**config.mk**
```make
export PLATFORM = sky130hd
export DESIGN_NAME = ahb_slave_mem
export DESIGN_NICKNAME = d
export VERILOG_FILES = /design/src/rtl/ahb_pkg.sv /design/src/rtl/ahb_mem_array.sv /design/src/rtl/ahb_slave_mem.sv
export SDC_FILE = /design/constraint.sdc
export NUM_CORES = 2
export LEC_CHECK = 0
export CORE_MARGIN = 3
export CORE_UTILIZATION = 25
export DETAILED_ROUTE_END_ITERATION = 10
export HOLD_SLACK_MARGIN = 0.06
export PLACE_DENSITY = 0.47
export SLEW_MARGIN = 5
export SYNTH_ARGS = -nofsm -noshare
export SYNTH_HDL_FRONTEND = slang
export SYNTH_SLANG_ARGS = --single-unit
export TNS_END_PERCENT = 20
```
**constraint.sdc**
```tcl
create_clock -name HCLK -period 4.7 [get_ports HCLK]
set_input_delay 1.175 -clock HCLK [delete_from_list [all_inputs] [get_ports HCLK]]
set_output_delay 1.175 -clock HCLK [all_outputs]
set_load 0.02 [all_outputs]
```
**src/rtl/ahb_pkg.sv**
```systemverilog
// Shared AHB types for the slave memory: transfer/size encodings, response codes,
// slave FSM states and the little-endian byte-enable decode.
package ahb_pkg;

    typedef enum logic [1:0] {
        HTRANS_IDLE   = 2'b00,
        HTRANS_BUSY   = 2'b01,
        HTRANS_NONSEQ = 2'b10,
        HTRANS_SEQ    = 2'b11
    } htrans_e;

    typedef enum logic [2:0] {
        HSIZE_BYTE = 3'd0,
        HSIZE_HALF = 3'd1,
        HSIZE_WORD = 3'd2
    } hsize_e;

    typedef enum logic [2:0] {
        ST_IDLE,
        ST_WAIT,
        ST_DATA,
        ST_ERR1,
        ST_ERR2
    } slv_state_e;

    localparam logic [1:0] HRESP_OKAY  = 2'b00;
    localparam logic [1:0] HRESP_ERROR = 2'b01;

    // Low address bits beyond the access size are ignored; unknown sizes act as word.
    function automatic logic [3:0] byte_en(input logic [2:0] size, input logic [1:0] addr);
        case (size)
            HSIZE_BYTE: byte_en = 4'b0001 << addr;
            HSIZE_HALF: byte_en = addr[1] ? 4'b1100 : 4'b0011;
            default:    byte_en = 4'b1111;
        endcase
    endfunction

endpackage

```
**src/rtl/ahb_mem_array.sv**
```systemverilog
// DEPTH x 32 storage: cleared by async reset, byte-enable write port, async read port.
module ahb_mem_array #(
    parameter int DEPTH = 64,
    parameter int AW    = $clog2(DEPTH)
) (
    input  logic          clk,
    input  logic          rst_n,
    input  logic          we,
    input  logic [3:0]    be,
    input  logic [AW-1:0] waddr,
    input  logic [31:0]   wdata,
    input  logic [AW-1:0] raddr,
    output logic [31:0]   rdata
);

    logic [31:0] mem [DEPTH];

    always_ff @(posedge clk or negedge rst_n) begin
        if (!rst_n) begin
            for (int i = 0; i < DEPTH; i++) mem[i] <= '0;
        end else if (we) begin
            for (int b = 0; b < 4; b++)
                if (be[b]) mem[waddr][8*b +: 8] <= wdata[8*b +: 8];
        end
    end

    assign rdata = mem[raddr];

endmodule

```
**src/rtl/ahb_slave_mem.sv**
```systemverilog
// AHB slave memory responder with programmable wait states.
// Define AHB_SLAVE_MEM_ERR_EN to build the two-cycle ERROR response for bad accesses.
module ahb_slave_mem
    import ahb_pkg::*;
#(
    parameter int DEPTH       = 64,
    parameter int WAIT_CYCLES = 0
) (
    input  logic        HCLK,
    input  logic        HRESETn,
    input  logic        HSEL,
    input  logic [31:0] HADDR,
    input  logic [1:0]  HTRANS,
    input  logic        HWRITE,
    input  logic [2:0]  HSIZE,
    input  logic [2:0]  HBURST,
    input  logic [31:0] HWDATA,
    input  logic        HREADY,
    output logic        HREADYOUT,
    output logic [1:0]  HRESP,
    output logic [31:0] HRDATA
);

    localparam int AW = $clog2(DEPTH);
    localparam int CW = (WAIT_CYCLES > 0) ? $clog2(WAIT_CYCLES + 1) : 1;

    slv_state_e    state, state_nxt, tgt;
    logic [CW-1:0] cnt;
    logic [31:0]   addr_q;
    logic          write_q;
    logic [2:0]    size_q;
    logic          accept, take, wr_en;
    logic [31:0]   rdata;
    logic          unused_ok;

    assign accept = HSEL && HREADY && (HTRANS == HTRANS_NONSEQ || HTRANS == HTRANS_SEQ);
    // A new address phase can only be taken where HREADYOUT is high.
    assign take   = accept && (state == ST_IDLE || state == ST_DATA || state == ST_ERR2);

`ifdef AHB_SLAVE_MEM_ERR_EN
    logic err;
    assign err = (HADDR[31:AW+2] != '0) || (HSIZE > 3'd2) ||
                 (HSIZE == HSIZE_HALF && HADDR[0]) ||
                 (HSIZE == HSIZE_WORD && HADDR[1:0] != 2'b00);
    assign tgt = err ? ST_ERR1 : ((WAIT_CYCLES > 0) ? ST_WAIT : ST_DATA);
`else
    assign tgt = (WAIT_CYCLES > 0) ? ST_WAIT : ST_DATA;
`endif

    always_comb begin
        state_nxt = state;
        case (state)
            ST_IDLE: state_nxt = take ? tgt : ST_IDLE;
            ST_WAIT: if (cnt <= CW'(1)) state_nxt = ST_DATA;
            ST_DATA: state_nxt = take ? tgt : ST_IDLE;
`ifdef AHB_SLAVE_MEM_ERR_EN
            ST_ERR1: state_nxt = ST_ERR2;
            ST_ERR2: state_nxt = take ? tgt : ST_IDLE;
`endif
            default: state_nxt = ST_IDLE;
        endcase
    end

    always_ff @(posedge HCLK or negedge HRESETn) begin
        if (!HRESETn) begin
            state   <= ST_IDLE;
            cnt     <= '0;
            write_q <= 1'b0;
        end else begin
            state <= state_nxt;
            if (take) begin
                write_q <= HWRITE;
                cnt     <= CW'(WAIT_CYCLES);
            end else if (state == ST_WAIT && cnt != '0) begin
                cnt <= cnt - CW'(1);
            end
        end
    end

    always_ff @(posedge HCLK) begin
        if (take) begin
            addr_q <= HADDR;
            size_q <= HSIZE;
        end
    end

    assign wr_en = (state == ST_DATA) && write_q;

    ahb_mem_array #(.DEPTH(DEPTH), .AW(AW)) u_mem (
        .clk   (HCLK),
        .rst_n (HRESETn),
        .we    (wr_en),
        .be    (byte_en(size_q, addr_q[1:0])),
        .waddr (addr_q[AW+1:2]),
        .wdata (HWDATA),
        .raddr (addr_q[AW+1:2]),
        .rdata (rdata)
    );

    assign HREADYOUT = !(state == ST_WAIT || state == ST_ERR1);
`ifdef AHB_SLAVE_MEM_ERR_EN
    assign HRESP = (state == ST_ERR1 || state == ST_ERR2) ? HRESP_ERROR : HRESP_OKAY;
`else
    assign HRESP = HRESP_OKAY;
`endif
    assign HRDATA = (state == ST_DATA && !write_q) ? rdata : 32'h0;

    assign unused_ok = ^{HBURST, addr_q};

endmodule

```
==> results.cfg <==
[timing]
worst_slack_ns = -0.419
max_freq_mhz = 195
fin_crit_sh_pct = 109
rsz0062_at_grt = true
finalSetupTns_ns = -8.86
hold_viol = 0
slew_headroom_pct = 22.2
finalMaxSlewViolations = 0
tightest_slew_ns = 1.17
setup_viol = 32
period_minus_slack_ns = 5.12
fin_skew_ns = 0.0589

[setup_path]
r2r-end = u_mem.mem[541]
slowest_delay_ns = 0.55
cp.arrival_ns = 3.94
timing.rr.start = addr_q[4]
crit_slowest_cell = a221oi_1
path_max_fanout = 52
critPathMostFrequentCell = buf_4
rr_worst_depth = 9
critPathCaptureType = output pin
cp.required_ns = 3.52
reg2reg_slack_ns = 0.61
start_kind = flip-flop
crit_type = reg -> out
startpoint = addr_q[2]
cp-endpoint = HRDATA[8]
path_cells = buf_12, nor2b_4, buf_4, buf_16, a221oi_1, nor2_1, o21ai_1, and3_1, a41oi_2, buf_4, buf_4

[yosys]
muxShareOfSynthArea_pct = 27.0
seq_area_frac_synth_pct = 55.1
synth_top_family_by_area = multiplexers
yosys_warnings = 0
synth_area_sq_um = 93600
synth_compound_area_share_pct = 11.1
syn-instance-count = 7041
synth_edf_count = 11
ys_ff_latch = 2061
synthAdderAreaFrac_pct = 0
ys.flop_type = dfrtp_1
yosys.area_share.simple_pct = 3.82
synth_xor_area_share_pct = 0
synthArstFlopShare_pct = 99.5
ys_types = 64
synth.avg_cell_area_sq_um = 13.3

[placed_design]
dpl_cell_area_sq_um = 102000
gp_congestion = 0.834
hpwlAfterDp_mm = 229
io_buffers = 80

[finish]
fillers = 37300
nets = 7311
postLayoutCoreUtil_pct = 30.3
multi_input_area_sq_um = 40700
stdcell_area_sq_um = 113000
area_growth_pct = 20.5
register_area_sq_um = 51600
drive_gt1_share_pct = 46.6

[pwr]
finalPower_mw = 40.3
ir_drop_mv = 0.330
power_leakage_nw = 49.5
power_density_nw_per_um2 = 357

[drt]
routed_via_density = 5.19
vias = 64300
wl_mm = 352
wire_per_inst_microns = 28.4
drtIter0Drc = 5018
ant_nets = 0
dr.pass1.iters = 6
drc = 0

[grt]
antenna_found_initial = 24
grt_pass1_vias = 67000
grt_first_pass_wirelength_mm = 503
grt.overflow.total = 0
grt_max_degree = 159
grt_use_total_pct = 17.9

[worst_hold_path]
min_path_type = in -> async

[die]
die_h_microns = 618
start_util_pct = 25.1
ios = 112
die-area_sq_um = 382000
num_rows = 224
die_w_microns = 618
core-area_sq_um = 373000

[clocking]
cts_buffer_depth = 4
cts_buffers = 235
clkSinkCount = 2061
holdBufCountCts = 0
clockRootBuffer = clkbuf_16
htreeDepth = 4
insertion_delay_ns = 0.92
cts_tree = yes
clk_pin_slew_worst_paths_ns = 0.06

[status]
violations = negative setup slack
status = complete, but fails checks

[flow_run]
timing.max_cap.violations = 0
[synth_stat cells (18+ instances only)]
| cell type | n | area share [%] |
|---|---|---|
| nor2_1 | 233 | 0.93 |
| o21ai_0 | 111 | 0.59 |
| dfrtp_1 | 2050 | 55 |
| nor2_2 | 196 | 1.3 |
| buf_1 | 62 | 0.25 |
| a41oi_1 | 27 | 0.25 |
| and3_1 | 18 | 0.12 |
| nor3_1 | 42 | 0.22 |
| o22a_1 | 39 | 0.36 |
| a22oi_1 | 312 | 2.5 |
| a21oi_1 | 148 | 0.79 |
| buf_2 | 228 | 1.2 |
| clkbuf_1 | 322 | 1.3 |
| nand2_1 | 102 | 0.41 |
| o22ai_1 | 102 | 0.68 |
| a22o_1 | 50 | 0.47 |
| a221oi_1 | 454 | 4.2 |
| nand3_1 | 69 | 0.37 |
| mux2i_1 | 132 | 1.4 |
| mux2_2 | 2108 | 25 |
| o32ai_1 | 27 | 0.25 |
[stage by stage]
stage	hold WS, ns	setup WS, ns	cells
2_1_floorplan	0.452	1.39	7042
3_3_place_gp	0.462	-0.591	11900
3_5_place_dp	0.478	-0.609	11900
4_1_cts	0.234	-0.486	12400
5_1_grt	0.207	-0.479	12400
6_report	0.170	-0.419	12400
[cell type report]
| class | instances | area share (%) |
|---|---|---|
| antenna | 5 | 0.0111 |
| tap | 4972 | 5.51 |
| inverter | 4 | 0.0421 |
| timing repair buffer | 583 | 5.82 |
| clock inverter | 60 | 0.555 |
| sequential | 2061 | 45.7 |
| clock buffer | 360 | 6.29 |
| multi-input combinational | 4349 | 36.0 |
[critical path, delay by kind of cell, from the launching register on]
kind                   cells  cell delay, ns
AO/OA/AOI/OAI              3            1.00
buffers and inverters      5            0.87
flip-flops                 1            0.41
AND/OR/NAND/NOR            3            0.60
[logic make-up after synthesis]
| kind of cell | count (synthesis) |
|---|---|
| AOI/OAI and AO/OA | 1373 |
| muxes | 2256 |
| and+or+nand+nor | 717 |
| buffers and inverters | 632 |
| other | 2 |
| DFF | 2061 |
[power breakdown]
part | switching [mW] | internal [mW] | total, mW
combinational | 2.10 | 1.15 | 3.25
sequential | 0.285 | 18.3 | 18.6
clock | 7.56 | 10.9 | 18.4
total | 9.94 | 30.3 | 40.3
[layout by cell type (no fill, tap or decap), drive strengths merged, types with 15 or more instances in the layout]
| master | netlist | layout |
|---|---|---|
| a22oi | 312 | 312 |
| o21ai | 111 | 111 |
| a22o | 50 | 50 |
| clkinv | 0 | 46 |
| a21oi | 148 | 148 |
| and3 | 18 | 18 |
| nand2 | 103 | 103 |
| clkbuf | 322 | 363 |
| nor4 | 16 | 16 |
| a221oi | 455 | 455 |
| o22a | 39 | 39 |
| o21a | 15 | 15 |
| a41oi | 27 | 27 |
| dfrtp | 2050 | 2050 |
| nor3 | 44 | 44 |
| mux2 | 2116 | 2116 |
| mux2i | 132 | 132 |
| o22ai | 102 | 102 |
| buf | 306 | 552 |
| clkdlybuf4s50 | 0 | 15 |
| nand3 | 69 | 69 |
| nor2 | 433 | 433 |
| o32ai | 27 | 27 |
[per-layer routing]
layer / vias up / share of wire, % / track usage [%]
met5: - / 0.018 / 0
met4: 8 / 3.6 / 5.93
met3: 544 / 5.6 / 3.20
met2: 1838 / 47 / 29.3
met1: 35000 / 44 / 23.9
li1: 26900 / - / -
[worst min-delay path by stage]
| stage | start | end | cells after the start |
|---|---|---|---|
| 2_1_floorplan | u_mem.mem[329] | u_mem.mem[329] | 1 |
| 3_3_place_gp | u_mem.mem[329] | u_mem.mem[329] | 1 |
| 3_5_place_dp | u_mem.mem[73] | u_mem.mem[73] | 1 |
| 4_1_cts | HRESETn | u_mem.mem[1703] | 1 |
| 5_1_grt | HRESETn | u_mem.mem[1703] | 1 |
| 6_report | HRESETn | u_mem.mem[1703] | 1 |
[registers in the layout (all words and copies together), names as in the netlist]
signal	flops
u_mem.mem	2048
addr_q	8
size_q	3
state	1
write_q	1
[repair_timing]
action,in CTS,in global routing
setup endpoints to repair,32,32
setup buffers,62,3
pin swaps,34,16
cloned,16,3
resized for setup,211,116
No activity file was read; power rests on OpenSTA's default activity.
